### src/rtl/noc_router_pkg.sv
// Shared definitions for the parametrised mesh router.
// Holds port indices, flit type encodings, flit field offsets (as functions
// of the flit width) and the output allocator state encoding.
package noc_router_pkg;

  localparam int NPORTS = 5;

  // Port indices; also the bit order of every 5-bit port vector.
  localparam int PORT_L = 0;
  localparam int PORT_N = 1;
  localparam int PORT_E = 2;
  localparam int PORT_W = 3;
  localparam int PORT_S = 4;

  // Flit type field encodings. Bit 0 marks a header, bit 2 marks a tail;
  // a single-flit packet carries both.
  localparam logic [2:0] FLIT_HEAD   = 3'b001;
  localparam logic [2:0] FLIT_BODY   = 3'b010;
  localparam logic [2:0] FLIT_TAIL   = 3'b100;
  localparam logic [2:0] FLIT_SINGLE = 3'b101;

  typedef enum logic {
    ALLOC_IDLE   = 1'b0,
    ALLOC_LOCKED = 1'b1
  } alloc_state_e;

  function automatic int type_msb(input int dw);
    return dw - 1;
  endfunction

  function automatic int type_lsb(input int dw);
    return dw - 3;
  endfunction

  function automatic int len_msb(input int dw);
    return dw - 4;
  endfunction

  function automatic int len_lsb(input int dw);
    return dw - 15;
  endfunction

  // Destination field starts here and extends downward by 2*COORD_W bits.
  function automatic int dst_msb(input int dw);
    return dw - 16;
  endfunction

endpackage

### src/rtl/noc_fifo_param.sv
// Input FIFO for one router port.
// First-word-fall-through: dout shows the head entry whenever !empty.
// Ports: clk, rst (async, active-high), wr/din (write, ignored when full,
// even if a read happens in the same cycle), rd (pop, ignored when empty),
// dout (head entry), empty, full.
module noc_fifo_param #(
  parameter int DATA_WIDTH = 32,
  parameter int FIFO_DEPTH = 4
) (
  input  logic                  clk,
  input  logic                  rst,
  input  logic                  wr,
  input  logic [DATA_WIDTH-1:0] din,
  input  logic                  rd,
  output logic [DATA_WIDTH-1:0] dout,
  output logic                  empty,
  output logic                  full
);
  localparam int AW = $clog2(FIFO_DEPTH);

  logic [DATA_WIDTH-1:0] mem [FIFO_DEPTH];
  logic [AW-1:0]         wr_ptr_reg, rd_ptr_reg;
  logic [AW:0]           count_reg;
  logic                  wr_en, rd_en;

  assign empty = (count_reg == '0);
  assign full  = (count_reg == (AW+1)'(FIFO_DEPTH));
  assign wr_en = wr & ~full;
  assign rd_en = rd & ~empty;
  assign dout  = mem[rd_ptr_reg];

  // Storage has no reset; validity is tracked entirely by the pointers.
  always_ff @(posedge clk) begin
    if (wr_en) mem[wr_ptr_reg] <= din;
  end

  // Pointers wrap naturally because FIFO_DEPTH is a power of two.
  always_ff @(posedge clk or posedge rst) begin
    if (rst) begin
      wr_ptr_reg <= '0;
      rd_ptr_reg <= '0;
      count_reg  <= '0;
    end else begin
      if (wr_en) wr_ptr_reg <= wr_ptr_reg + 1'b1;
      if (rd_en) rd_ptr_reg <= rd_ptr_reg + 1'b1;
      if (wr_en && !rd_en)      count_reg <= count_reg + 1'b1;
      else if (!wr_en && rd_en) count_reg <= count_reg - 1'b1;
    end
  end

endmodule

### src/rtl/noc_router_mesh.sv
// 5-port wormhole router for a 2D mesh with XY routing.
// Each input has a FIFO; each enabled output has a packet-locked round-robin
// allocator. Packets whose route points to a disabled port are drained.
// Ports (p: 0=L 1=N 2=E 3=W 4=S; bus slice p at [p*DATA_WIDTH +: DATA_WIDTH]):
//   clk, rst       clock, asynchronous active-high reset
//   RX, DRTS, CTS  input link: flit, upstream valid, FIFO not full
//   TX, RTS, DCTS  output link: registered flit, valid pulse, downstream ready
//   err_route      sticky per-input flag: header routed to a disabled port
module noc_router_mesh
  import noc_router_pkg::*;
#(
  parameter int         DATA_WIDTH = 32,
  parameter int         FIFO_DEPTH = 4,
  parameter int         COORD_W    = 2,
  parameter int         CUR_X      = 0,
  parameter int         CUR_Y      = 0,
  parameter logic [4:0] CX         = 5'b11111
) (
  input  logic                       clk,
  input  logic                       rst,
  input  logic [5*DATA_WIDTH-1:0]    RX,
  input  logic [4:0]                 DRTS,
  output logic [4:0]                 CTS,
  output logic [5*DATA_WIDTH-1:0]    TX,
  output logic [4:0]                 RTS,
  input  logic [4:0]                 DCTS,
  output logic [4:0]                 err_route
);
  localparam int HDR_BIT  = type_lsb(DATA_WIDTH);
  localparam int TAIL_BIT = type_msb(DATA_WIDTH);
  localparam int DST_MSB  = dst_msb(DATA_WIDTH);

  logic [DATA_WIDTH-1:0] head [NPORTS];
  logic [2:0]            route [NPORTS];
  logic [2:0]            lock_owner [NPORTS];
  logic [2:0]            cur_owner [NPORTS];
  logic [NPORTS-1:0]     empty, full, is_hdr, is_tail;
  logic [NPORTS-1:0]     drop_now, owned, pop, locked, xfer;

  genvar gi;

  // ---------------- input side: FIFO, route computation, drop mode
  for (gi = 0; gi < NPORTS; gi++) begin : g_in
    logic [COORD_W-1:0] dst_x, dst_y;
    logic               drop_reg, err_reg;

    assign CTS[gi] = CX[gi] & ~full[gi];

    noc_fifo_param #(
      .DATA_WIDTH (DATA_WIDTH),
      .FIFO_DEPTH (FIFO_DEPTH)
    ) u_fifo (
      .clk   (clk),
      .rst   (rst),
      .wr    (DRTS[gi] & CTS[gi]),
      .din   (RX[gi*DATA_WIDTH +: DATA_WIDTH]),
      .rd    (pop[gi]),
      .dout  (head[gi]),
      .empty (empty[gi]),
      .full  (full[gi])
    );

    assign is_hdr[gi]  = head[gi][HDR_BIT];
    assign is_tail[gi] = head[gi][TAIL_BIT];
    assign dst_x = head[gi][DST_MSB -: COORD_W];
    assign dst_y = head[gi][DST_MSB-COORD_W -: COORD_W];

    // XY routing: resolve X first, then Y (Y grows southward).
    always_comb begin
      if (int'(dst_x) > CUR_X)      route[gi] = 3'(PORT_E);
      else if (int'(dst_x) < CUR_X) route[gi] = 3'(PORT_W);
      else if (int'(dst_y) > CUR_Y) route[gi] = 3'(PORT_S);
      else if (int'(dst_y) < CUR_Y) route[gi] = 3'(PORT_N);
      else                          route[gi] = 3'(PORT_L);
    end

    // Drain one flit per cycle once a header targets a disabled output,
    // up to and including the packet's tail.
    assign drop_now[gi] = CX[gi] & ~empty[gi] & ~owned[gi] &
                          (drop_reg | (is_hdr[gi] & ~CX[route[gi]]));

    always_ff @(posedge clk or posedge rst) begin
      if (rst) begin
        drop_reg <= 1'b0;
        err_reg  <= 1'b0;
      end else if (drop_now[gi]) begin
        drop_reg <= ~is_tail[gi];
        if (!drop_reg) err_reg <= 1'b1;
      end
    end

    assign err_route[gi] = err_reg;
  end

  // ---------------- output side: one allocator per enabled output
  for (gi = 0; gi < NPORTS; gi++) begin : g_out
    if (CX[gi]) begin : g_alloc
      alloc_state_e          state_reg, state_next;
      logic [2:0]            owner_reg, owner_next, rr_reg, rr_next;
      logic [2:0]            pick, sel;
      logic [3:0]            scan;
      logic                  found, xfer_q, rts_reg;
      logic [NPORTS-1:0]     req;
      logic [DATA_WIDTH-1:0] tx_reg;

      always_comb begin
        for (int p = 0; p < NPORTS; p++)
          req[p] = ~empty[p] & is_hdr[p] & ~owned[p] & (route[p] == 3'(gi));

        // Scan from the far end back toward rr_reg so the requester
        // closest to rr_reg (cyclically) is the last one written.
        found = 1'b0;
        pick  = 3'd0;
        scan  = 4'd0;
        for (int k = NPORTS - 1; k >= 0; k--) begin
          scan = {1'b0, rr_reg} + 4'(k);
          if (scan >= 4'(NPORTS)) scan = scan - 4'(NPORTS);
          if (req[scan[2:0]]) begin
            found = 1'b1;
            pick  = scan[2:0];
          end
        end

        sel    = (state_reg == ALLOC_LOCKED) ? owner_reg : pick;
        xfer_q = ((state_reg == ALLOC_LOCKED) | found) & ~empty[sel] & DCTS[gi];

        state_next = state_reg;
        owner_next = owner_reg;
        rr_next    = rr_reg;
        if (state_reg == ALLOC_IDLE && found) begin
          state_next = ALLOC_LOCKED;
          owner_next = pick;
          rr_next    = (pick == 3'(NPORTS - 1)) ? 3'd0 : pick + 3'd1;
        end
        // A tail (including a single-flit header) frees the output in the
        // same cycle it is transferred, even if it was just granted.
        if (xfer_q && is_tail[sel]) state_next = ALLOC_IDLE;
      end

      always_ff @(posedge clk or posedge rst) begin
        if (rst) begin
          state_reg <= ALLOC_IDLE;
          owner_reg <= 3'd0;
          rr_reg    <= 3'd0;
          tx_reg    <= '0;
          rts_reg   <= 1'b0;
        end else begin
          state_reg <= state_next;
          owner_reg <= owner_next;
          rr_reg    <= rr_next;
          rts_reg   <= xfer_q;
          if (xfer_q) tx_reg <= head[sel];
        end
      end

      assign locked[gi]     = (state_reg == ALLOC_LOCKED);
      assign lock_owner[gi] = owner_reg;
      assign xfer[gi]       = xfer_q;
      assign cur_owner[gi]  = sel;
      assign TX[gi*DATA_WIDTH +: DATA_WIDTH] = tx_reg;
      assign RTS[gi]        = rts_reg;
    end else begin : g_off
      assign locked[gi]     = 1'b0;
      assign lock_owner[gi] = 3'd0;
      assign xfer[gi]       = 1'b0;
      assign cur_owner[gi]  = 3'd0;
      assign TX[gi*DATA_WIDTH +: DATA_WIDTH] = '0;
      assign RTS[gi]        = 1'b0;
    end
  end

  // An input locked to some output must not be offered to any other.
  always_comb begin
    owned = '0;
    for (int q = 0; q < NPORTS; q++)
      if (locked[q]) owned[lock_owner[q]] = 1'b1;
  end

  always_comb begin
    pop = drop_now;
    for (int q = 0; q < NPORTS; q++)
      if (xfer[q]) pop[cur_owner[q]] = 1'b1;
  end

endmodule

### config.mk
export PLATFORM = sky130hd
export DESIGN_NAME = noc_router_mesh
export DESIGN_NICKNAME = d
export VERILOG_FILES = /design/src/rtl/noc_router_pkg.sv /design/src/rtl/noc_fifo_param.sv /design/src/rtl/noc_router_mesh.sv
export SDC_FILE = /design/constraint.sdc
export NUM_CORES = 1
export LEC_CHECK = 0
export ABC_AREA = 1
export ABC_CLOCK_PERIOD_IN_PS = 6000
export BUFFER_PORTS_ARGS = -buffer_cell sky130_fd_sc_hd__buf_2
export CAP_MARGIN = 20
export CORE_ASPECT_RATIO = 0.6
export CORE_MARGIN = 5
export CORE_UTILIZATION = 31
export DETAILED_ROUTE_END_ITERATION = 16
export GPL_TIMING_DRIVEN = 0
export PLACE_DENSITY = 0.49
export SLEW_MARGIN = 15
export SYNTH_ARGS = -nofsm -noshare
export SYNTH_HDL_FRONTEND = slang
export SYNTH_HIERARCHICAL = 1
export SYNTH_SLANG_ARGS = --single-unit
### constraint.sdc
create_clock -name clk -period 6 [get_ports clk]
set_input_delay 0 -clock clk [delete_from_list [all_inputs] [get_ports clk]]
set_output_delay 0 -clock clk [all_outputs]
set_load 0.05 [all_outputs]
Yosys cells after proc, flatten, opt, wreduce, memory -nomap -nowiden

Memories as Yosys holds them, arrays and structs flattened.
Cells that the tools add are included.

Input bits: 172
Memories kept: 10
Bits in read-only memories: 40
RAM bits: 640
Logic and storage cells: 699
Register bits: 245

Memories:

| name               | words | width | read ports | clocked after Yosys merged registers in | wr ports | RTL line              | source |
|---|---|---|---|---|---|---|---|
| g_in[0].u_fifo.mem | 4     | 32    | 1          | 0                                       | 1        | noc_fifo_param.sv:21  | `logic [DATA_WIDTH-1:0] mem [FIFO_DEPTH];` |
| g_in[1].u_fifo.mem | 4     | 32    | 1          | 0                                       | 1        | noc_fifo_param.sv:21  |  |
| g_in[2].u_fifo.mem | 4     | 32    | 1          | 0                                       | 1        | noc_fifo_param.sv:21  |  |
| g_in[3].u_fifo.mem | 4     | 32    | 1          | 0                                       | 1        | noc_fifo_param.sv:21  |  |
| g_in[4].u_fifo.mem | 4     | 32    | 1          | 0                                       | 1        | noc_fifo_param.sv:21  |  |
| (name not given)   | 8     | 1     | 1          | 0                                       | 0        | noc_router_mesh.sv:80 | `(drop_reg \| (is_hdr[gi] & ~CX[route[gi]]));` |
| +4 memories        | n/a   | n/a   | n/a        | n/a                                     | n/a      | n/a                   |  |

$add $sub $neg: 70
Multiplexer cells: 245
$lt $le $gt $ge: 90
Eq/ne operators: 30
Bitwise logic cells: 139
Reduce and logical (&&, ||, !) cells: 65

Operator list:

| operator                                                              | count |
|---|---|
| 32-bit binary-select mux with 3-bit select                            | 5 |
| 32-bit two-way mux                                                    | 10 |
| 3-bit two-way mux                                                     | 80 |
| 3-bit by 4-bit < comparator with 1-bit output, second input constant  | 40 |
| 1-bit binary-select mux with 3-bit select                             | 35 |
| 1-bit two-way mux                                                     | 95 |
| 4-bit by 3-bit >= comparator with 1-bit output, second input constant | 20 |
| 1-bit bitwise AND                                                     | 75 |
| 3-bit subtractor, second input constant                               | 25 |
| 5-bit two-way mux                                                     | 10 |
| 3-bit equality test, second input constant                            | 15 |
| 5-bit bitwise OR                                                      | 9 |
| 3-bit by 2-bit adder with 4-bit output, second input constant         | 10 |
| 1-bit inverter                                                        | 40 |
| 3-bit by 1-bit adder with 3-bit output, second input constant         | 10 |
| 1-bit demux with 3-bit select                                         | 10 |
| 3-bit by 2-bit equality test with 1-bit output, second input constant | 10 |
| 3-bit by 1-bit >= comparator with 1-bit output, second input constant | 10 |
| 1-bit logical AND                                                     | 30 |
| 3-bit logical NOT                                                     | 10 |
| 2-bit by 1-bit adder with 2-bit output, second input constant         | 10 |
| 3-bit by 1-bit adder with 4-bit output, second input constant         | 5 |
| 3-bit by 3-bit adder with 4-bit output, second input constant         | 5 |
| 4-bit >= comparator, second input constant                            | 5 |
| other kinds (9)                                                       | 65 |

Logic depth before layout (Yosys ltp)

Gate-level depths: netlist of the first run.

Word-level depth: 42
Mapped depth: 41

By module

The synthesis of the first run kept the hierarchy.

By module, submodules not included:

| module          | sequential area each (um2) | cells each | area each (um2) | instances |
|---|---|---|---|---|
| noc_fifo_param  | 4018.9                     | 436        | 5567.8          | 5 |
| noc_router_mesh | 4954.8                     | 2235       | 14871.8         | 1 |

Worst setup path after synthesis of the first run

Ideal clock, no wire load.

Path kind: reg2reg
Start point: register g_out[4].g_alloc.rr_reg[0]
End point: register g_in[1].u_fifo.count_reg[1]
Setup slack: 1.593 ns
Arrival time: 4.280 ns
Cell stages (with the launch flop): 30
Library setup time: 0.127 ns
Clock period less this slack: 4.407 ns
Cells stage by stage: dfrtp_1 -> buf_4 -> clkinv_1 -> ha_1 -> inv_1 -> fa_1 -> a21oi_1 -> inv_1 -> o21ai_0 -> inv_1 -> nand3_1 -> nand3_1 -> nand2_1 -> nand2_1 -> a21oi_1 -> nand2_1 -> nand2_1 -> nand2_2 -> nand2_1 -> nand2_1 -> nor3_4 -> clkbuf_1 -> nand3_1 -> nand3_1 -> nand2_1 -> ha_1 -> inv_1 -> fa_1 -> nand2_1 -> o21ai_0

Longest elaborated chain between the ends: 21

RTL lines:

| element                                                                                     | RTL line                                       | source |
|---|---|---|
| start, declared                                                                             | noc_router_mesh.sv:99                          | `logic [2:0] owner_reg, owner_next, rr_reg, rr_next;` |
| start signal, assigned                                                                      | noc_router_mesh.sv:150                         | `rr_reg <= rr_next;` |
| 3-bit by 3-bit adder with 4-bit output                                                      | noc_router_mesh.sv:116                         | `scan = {1'b0, rr_reg} + 4'(k);` |
| 4-bit by 3-bit >= comparator with 1-bit output or 3-bit subtractor (tied branches)          | noc_router_mesh.sv:117                         | `if (scan >= 4'(NPORTS)) scan = scan - 4'(NPORTS);` |
| 3-bit two-way mux                                                                           | noc_router_mesh.sv:117                         |  |
| 1-bit binary-select mux with 3-bit select                                                   | noc_router_mesh.sv:118                         | `if (req[scan[2:0]]) begin` |
| 1-bit two-way mux (not written as such)                                                     | noc_router_mesh.sv:118                         |  |
| 3-bit two-way mux (5 in a row)                                                              | noc_router_mesh.sv:118                         |  |
| 3-bit two-way mux                                                                           | noc_router_mesh.sv:124                         | `sel = (state_reg == ALLOC_LOCKED) ? owner_reg : pick;` |
| 3-bit by 4-bit < comparator with 1-bit output (not written as such) (tied with other cells) | noc_router_mesh.sv:182                         | `if (xfer[q]) pop[cur_owner[q]] = 1'b1;` |
| (+2 left out)                                                                               | n/a                                            |  |
| 1-bit demux with 3-bit select or 1-bit bitwise AND (tied branches)                          | noc_router_mesh.sv:182, noc_router_mesh.sv:125 |  |
| 5-bit bitwise OR (no source line) or 1-bit bitwise AND (tied branches)                      | n/a                                            |  |
| 5-bit two-way mux (*)                                                                       | noc_router_mesh.sv:182                         |  |
| named net pop[1]                                                                            | noc_router_mesh.sv:38                          | `logic [NPORTS-1:0] drop_now, owned, pop, locked, xfer;` |
| 1-bit bitwise AND (*)                                                                       | noc_fifo_param.sv:29                           | `assign rd_en = rd & ~empty;` |
| 1-bit logical NOT                                                                           | noc_fifo_param.sv:46                           | `if (wr_en && !rd_en) count_reg <= count_reg + 1'b1;` |
| 1-bit logical AND                                                                           | noc_fifo_param.sv:46                           |  |
| 3-bit two-way mux or 2-bit nonzero test (tied branches)                                     | n/a                                            |  |
| end signal, assigned                                                                        | noc_fifo_param.sv:46                           |  |
| end signal, assigned                                                                        | noc_fifo_param.sv:47                           | `else if (!wr_en && rd_en) count_reg <= count_reg - 1'b1;` |
| end, declared                                                                               | noc_fifo_param.sv:23                           | `logic [AW:0] count_reg;` |

Mark *: on every way through the listed nets, which the timed path passes. The rest lies on a longest branch. The select of a mux whose other input is x is not followed.
A chain may end at the register's enable or synchronous reset.

==> out/metrics.cfg, run 1 <==
[timing]
min_period_ns = 5.69
slew_headroom_pct = 47.7
hold_viol_final = 0
setup_viol = 0
max_clock_freq_mhz = 176
rsz0062_at_grt = false
slew_violations = 0
fin_crit_sh_pct = 94.9
fin_setup_tns_ns = 0
clock_skew_ns = 0.0621
tightest_slew_ns = 0.782

[die]
initial_core_util_pct = 31.2
die_h_um = 298
core_region_area_mm2 = 0.137
rows = 105
die_area_mm2 = 0.146
die_w_um = 489
ios = 347

[worst_setup_path]
crit_arrival_ns = 6.24
crit_slowest_cell = clkbuf_1
r2r-start = g_in[2].u_fifo/rd_ptr_reg[0]
cp.required_ns = 6.55
rrSetupSlack_ns = 0.31
cp_max_fo = 10
path_common_cell = nand2_1
critical_path_class = reg2reg
max_stage_delay_ns = 0.50
r2r_end = g_in[0].u_fifo/count_reg[1]
reg2reg_depth = 31
cp-start-kind = flip-flop
cp-end-kind = flip-flop

[route]
wl_met2_um = 67500
met1_length_um = 72800
wl_met3_um = 13700
vias = 33900
drt-initial-drc-count = 3705
viasPerCell = 4.86
detail_route.first_pass.iterations = 6
top_layer = met5
antenna_left = 0
wl_per_cell_um = 22.8
drc_errors = 0
wirelength_um = 159000

[grt]
grt_pass1_vias = 32100
overflow = 0
grtUsageTotal_pct = 21.4
grt_pass1_wl_um = 226000
antenna_found_initial = 19
grt_max_degree = 71

[cells_and_area]
nets = 5308
multi_input_area_mm2 = 0.0138
final_cell_mix = nand2_1, inv_1, edfxtp_1
largest_reg_flops = 640
drive_gt1_share_pct = 16.6
seqCellArea_mm2 = 0.0250
final_common_cell = nand2_1
area_growth_pct = 23.1
fillerInstances = 13600

[synth]
syn_inst = 4415
async_reset_ff_share_pct = 26.7
synthDistinctLibCells = 45
synth_area_leader_cell = edfxtp_1
synth_warnings = 6
synth_seq_cells = 873
avgSynthCellArea_um2 = 9.67
synth_ff_type = edfxtp_1
synthesis.area_mm2 = 0.0427
syn_nets = 4652
synth_top_area_share_pct = 45.0
ys_top_cells_by_area = edfxtp_1, dfrtp_1, nand2_1, o211ai_1, inv_1
seq_area_frac_synth_pct = 58.6
synth_edf_count = 640

[clocking]
h-tree-depth = 3
clk_latency_ns = 0.73
numCtsBuffers = 89
path_clk_slew_ns = 0.07
cts_buffer_depth = 3
root_buffer = clkbuf_16
cts.sinks = 873
cts_tree = built

[worst_hold_path]
min_from = RX[115]
hold_class = in2reg
hold_depth = 2
min_to = g_in[3].u_fifo/mem[1][19]

[place]
portBuffers = 346
gp_congestion = 0.955
hpwl_um = 123000

[status]
status = finished clean

[flow_run]
maxCapViolations = 0

[metrics by stage]
| stage | area (um2) | setup WS, ns | hold WS (ns) | instances | utilization (%) |
|---|---|---|---|---|---|
| 2_1_floorplan | 42700 | 0.603 | -0.197 | 4415 | - |
| 3_3_place_gp | 46700 | -3.03 | 0.217 | 6580 | 34.2 |
| 3_5_place_dp | 47400 | -0.241 | 0.215 | 6602 | 34.7 |
| 4_1_cts | 52500 | 0.0959 | 0.000673 | 6965 | 38.4 |
| 5_1_grt | 52600 | 0.00983 | 0.0341 | 6971 | 38.4 |
| 6_report | 52600 | 0.305 | 0.0590 | 6975 | 38.4 |
[cell families after synthesis]
kind of cell	synth area share (%)
AO/OA/AOI/OAI	10.6
XOR/XNOR	0.466
adder cells (fa/ha/maj)	2.04
buffers and inverters	9.50
flip-flops	58.6
AND/OR/NAND/NOR	18.8
[cell type report]
type | instances | share of cell area, %
Multi-Input combinational cell | 2650 | 26.3
Sequential cell | 873 | 47.6
Buffer | 214 | 2.90
Antenna cell | 9 | 0.0428
Inverter | 677 | 4.86
Tap cell | 1819 | 4.33
Clock inverter | 41 | 1.05
Clock buffer | 126 | 4.77
Timing Repair Buffer | 566 | 8.10
[synthesized netlist by cell type (12+ instances only)]
master / n
nand2_1: 1475
inv_1: 650
edfxtp_1: 640
o211ai_1: 408
dfrtp_1: 233
nand3_1: 159
o21ai_0: 130
nand4_1: 87
nor2_1: 84
buf_6: 73
clkbuf_1: 58
ha_1: 57
buf_2: 49
nand2_2: 40
o21ai_1: 37
o21ai_2: 32
a21oi_1: 26
buf_4: 26
inv_2: 25
nor3_1: 15
nand3_2: 13
nor2_4: 12
[worst max path at each step]
| stage | startpoint | endpoint | slack [ns] |
|---|---|---|---|
| 2_1_floorplan | rst | g_in[0].drop_reg | 0.60 |
| 3_3_place_gp | rst | g_out[2].g_alloc.rts_reg | -3.03 |
| 3_5_place_dp | g_in[4].u_fifo/rd_ptr_reg[1] | g_in[4].u_fifo/count_reg[1] | -0.24 |
| 4_1_cts | g_in[4].u_fifo/rd_ptr_reg[1] | g_in[3].u_fifo/count_reg[1] | 0.1 |
| 5_1_grt | g_in[0].u_fifo/rd_ptr_reg[1] | g_in[3].u_fifo/count_reg[1] | 0.01 |
| 6_report | g_in[2].u_fifo/rd_ptr_reg[0] | g_in[0].u_fifo/count_reg[1] | 0.31 |
[worst max-delay path: cells and delay by family (launching register included)]
family / cells / cell delay [ns]
simple gates: 22 / 3.27
buf+inv: 5 / 0.95
fa+ha+maj: 2 / 0.67
flops: 1 / 0.41
compound gates: 2 / 0.19
[layer usage]
| layer | GRT usage, % | up-vias |
|---|---|---|
| met1 | 31.1 | 16400 |
| li1 | - | 16000 |
| met5 | 0 | - |
| met2 | 31.0 | 1184 |
| met3 | 5.59 | 246 |
| met4 | 6.65 | 12 |
[timing repair]
action / 4_1_cts / 5_1_grt
hold buffers: 196 / 0
gates cloned: 0 / 0
setup buffers: 0 / 2
hold endpoints to repair: 758 / 0
setup endpoints to repair: 4 / 10
pin swaps: 0 / 1
gates resized for setup: 3 / 41
Power of run 1 is not shown: default switching activity piles up to over one toggle a cycle in this logic, so the estimate is an artifact.
==> run 2, diff against run 1 <==
Settings changed: ABC_CLOCK_PERIOD_IN_PS 6000 to 6200.
Clock period 6 ns to 6.2 ns, I/O delays scaled along.
==> run 2 against run 1 <==
Worst setup slack improved by 0.010 ns. Clock skew rose by 0.0037 ns. Cell count did not move. Wire length barely moved. Count of clock-buffer cells in the layout did not move. Sequential share of layout area rose by 0.060 points. Via count rose by 0.21%. First-iteration DRC count rose by 0.65%. Cell area fell by 0.13%.
==> out/metrics.cfg, run 2 (same netlist as run 1, synthesis figures left out) <==
[status]
status = finished clean  ; unchanged

[clocking]
cts.sinks = 873  ; unchanged
root_buffer = clkbuf_16  ; unchanged
path_clk_slew_ns = 0.07  ; about the same
cts_tree = built  ; unchanged
cts_buffer_depth = 3  ; unchanged
numCtsBuffers = 89  ; unchanged
clk_latency_ns = 0.73  ; about the same
h-tree-depth = 3  ; unchanged

[route]
vias = 34000  ; was 33900
drc_errors = 0  ; unchanged
wirelength_um = 159000  ; about the same
wl_per_cell_um = 22.8  ; about the same
detail_route.first_pass.iterations = 6  ; unchanged
antenna_left = 0  ; unchanged
viasPerCell = 4.87  ; was 4.86
drt-initial-drc-count = 3729  ; was 3705

[worst_setup_path]
max_stage_delay_ns = 0.51  ; was 0.50 ns
r2r_end = g_in[4].u_fifo/count_reg[1]  ; was g_in[0].u_fifo/count_reg[1]
reg2reg_depth = 26  ; was 31
cp-end-kind = flip-flop  ; unchanged
crit_slowest_cell = nor4_4  ; was clkbuf_1
cp.required_ns = 6.81  ; was 6.55 ns
critical_path_class = reg2reg  ; unchanged
cp-start-kind = flip-flop  ; unchanged
path_common_cell = nand2_1  ; unchanged
crit_arrival_ns = 6.49  ; was 6.24 ns
cp_max_fo = 10  ; unchanged
rrSetupSlack_ns = 0.32  ; was 0.31 ns
r2r-start = g_in[4].u_fifo/rd_ptr_reg[1]  ; was g_in[2].u_fifo/rd_ptr_reg[0]

[cells_and_area]
stdcell_area_mm2 = 0.0525  ; was 0.0526 mm2
fillerInstances = 13600  ; about the same
final_cell_mix = nand2_1, inv_1, edfxtp_1  ; unchanged
final_common_cell = nand2_1  ; unchanged
fin_util_pct = 38.4  ; about the same
nets = 5308  ; unchanged
drive_gt1_share_pct = 16.2  ; was 16.6%
largest_reg_flops = 640  ; unchanged
area_growth_pct = 23.0  ; was 23.1%

[worst_hold_path]
hold_class = in2reg  ; unchanged
hold_depth = 2  ; unchanged
min_to = g_in[2].u_fifo/mem[2][20]  ; was g_in[3].u_fifo/mem[1][19]
min_from = RX[84]  ; was RX[115]

[die]
core_region_area_mm2 = 0.137  ; unchanged
die_w_um = 489  ; unchanged
rows = 105  ; unchanged
die_h_um = 298  ; unchanged
initial_core_util_pct = 31.2  ; unchanged
die_area_mm2 = 0.146  ; unchanged
ios = 347  ; unchanged

[place]
hpwl_um = 123000  ; unchanged
portBuffers = 346  ; unchanged
gp_congestion = 0.955  ; unchanged
dpl-instance-area_mm2 = 0.0474  ; unchanged

[timing]
setup_viol = 0  ; unchanged
hold_viol_final = 0  ; unchanged
tightest_slew_ns = 0.811  ; was 0.782 ns
slew_violations = 0  ; unchanged
max_clock_freq_mhz = 170  ; was 176 MHz
rsz0062_at_grt = false  ; unchanged
fin_crit_sh_pct = 94.9  ; about the same
slew_headroom_pct = 45.8  ; was 47.7%
hold_ws_ns = 0.0627  ; was 0.0590 ns
clock_skew_ns = 0.0658  ; was 0.0621 ns
min_period_ns = 5.88  ; was 5.69 ns

[grt]
grt_pass1_vias = 32100  ; unchanged
overflow = 0  ; unchanged
grt_max_degree = 71  ; unchanged
antenna_found_initial = 19  ; unchanged
grt_pass1_wl_um = 226000  ; unchanged
grtUsageTotal_pct = 21.4  ; unchanged

[flow_run]
maxCapViolations = 0  ; unchanged

==> run 2: cell types whose count changed in the layout (fill, tap and decap cells not counted), sizes merged <==
| cell | change |
|---|---|
| clkinvlp | -1 |
| clkbuf | -1 |
| buf | +1 |
| clkinv | +1 |
==> run 2: how the worst max path moves through the flow <==
stage                                  from                     endpoint  slack (ns)
2_1_floorplan                           rst             g_in[0].drop_reg        0.80
3_3_place_gp                            rst     g_out[2].g_alloc.rts_reg       -2.83
3_5_place_dp   g_in[4].u_fifo/rd_ptr_reg[1]  g_in[4].u_fifo/count_reg[1]       -0.04
4_1_cts        g_in[4].u_fifo/rd_ptr_reg[1]  g_in[4].u_fifo/count_reg[1]        0.15
5_1_grt        g_in[3].u_fifo/rd_ptr_reg[1]  g_in[3].u_fifo/count_reg[1]       0.005
6_report       g_in[4].u_fifo/rd_ptr_reg[1]  g_in[4].u_fifo/count_reg[1]        0.32
==> run 2: through the flow <==
step / setup WS [ns] / setup TNS, ns / instances
after CTS: 0.147 / 0 / 6965
after global routing: 0.00535 / 0 / 6971
final: 0.316 / 0 / 6975
after floorplan: 0.803 / 0 / 4415
after global placement: -2.83 / -551.37 / 6580
after detailed placement: -0.0411 / -0.0411 / 6602
==> run 2: layout make-up <==
cell class                      count  area, um2  share of cell area (%)
Tap cell                         1819       2280                    4.33
Sequential cell                   873      25000                    47.7
Multi-Input combinational cell   2650      13800                    26.2
Buffer                            214       1520                    2.89
Inverter                          677       2550                    4.86
Clock buffer                      126       2510                    4.78
Clock inverter                     41        554                    1.06
Timing Repair Buffer              566       4260                    8.11
Antenna cell                        9       22.5                  0.0429
==> run 2: repair_timing <==
action                                 in CTS  in global routing
endpoints found under the hold margin     758                  0
gates resized for setup                     1                 16
setup endpoints to repair                   1                  9
gates cloned                                0                  0
setup buffers                               0                  2
pin swaps                                   0                  1
hold buffers                              196                  0
==> run 2: critical path, delay by kind of cell, from the launching register on <==
kind / cells / cell delay, ns
simple gates: 15 / 3.14
buf+inv: 7 / 1.40
fa+ha+maj: 2 / 0.61
flops: 1 / 0.37
compound gates: 2 / 0.21
==> run 2: layer usage <==
layer	routed length, um	track usage [%]
met1	72900	31.1
met2	67500	31.0
met4	5090	6.65
met5	77	0
met3	13600	5.59
Power of run 2 is left out for the same reason.
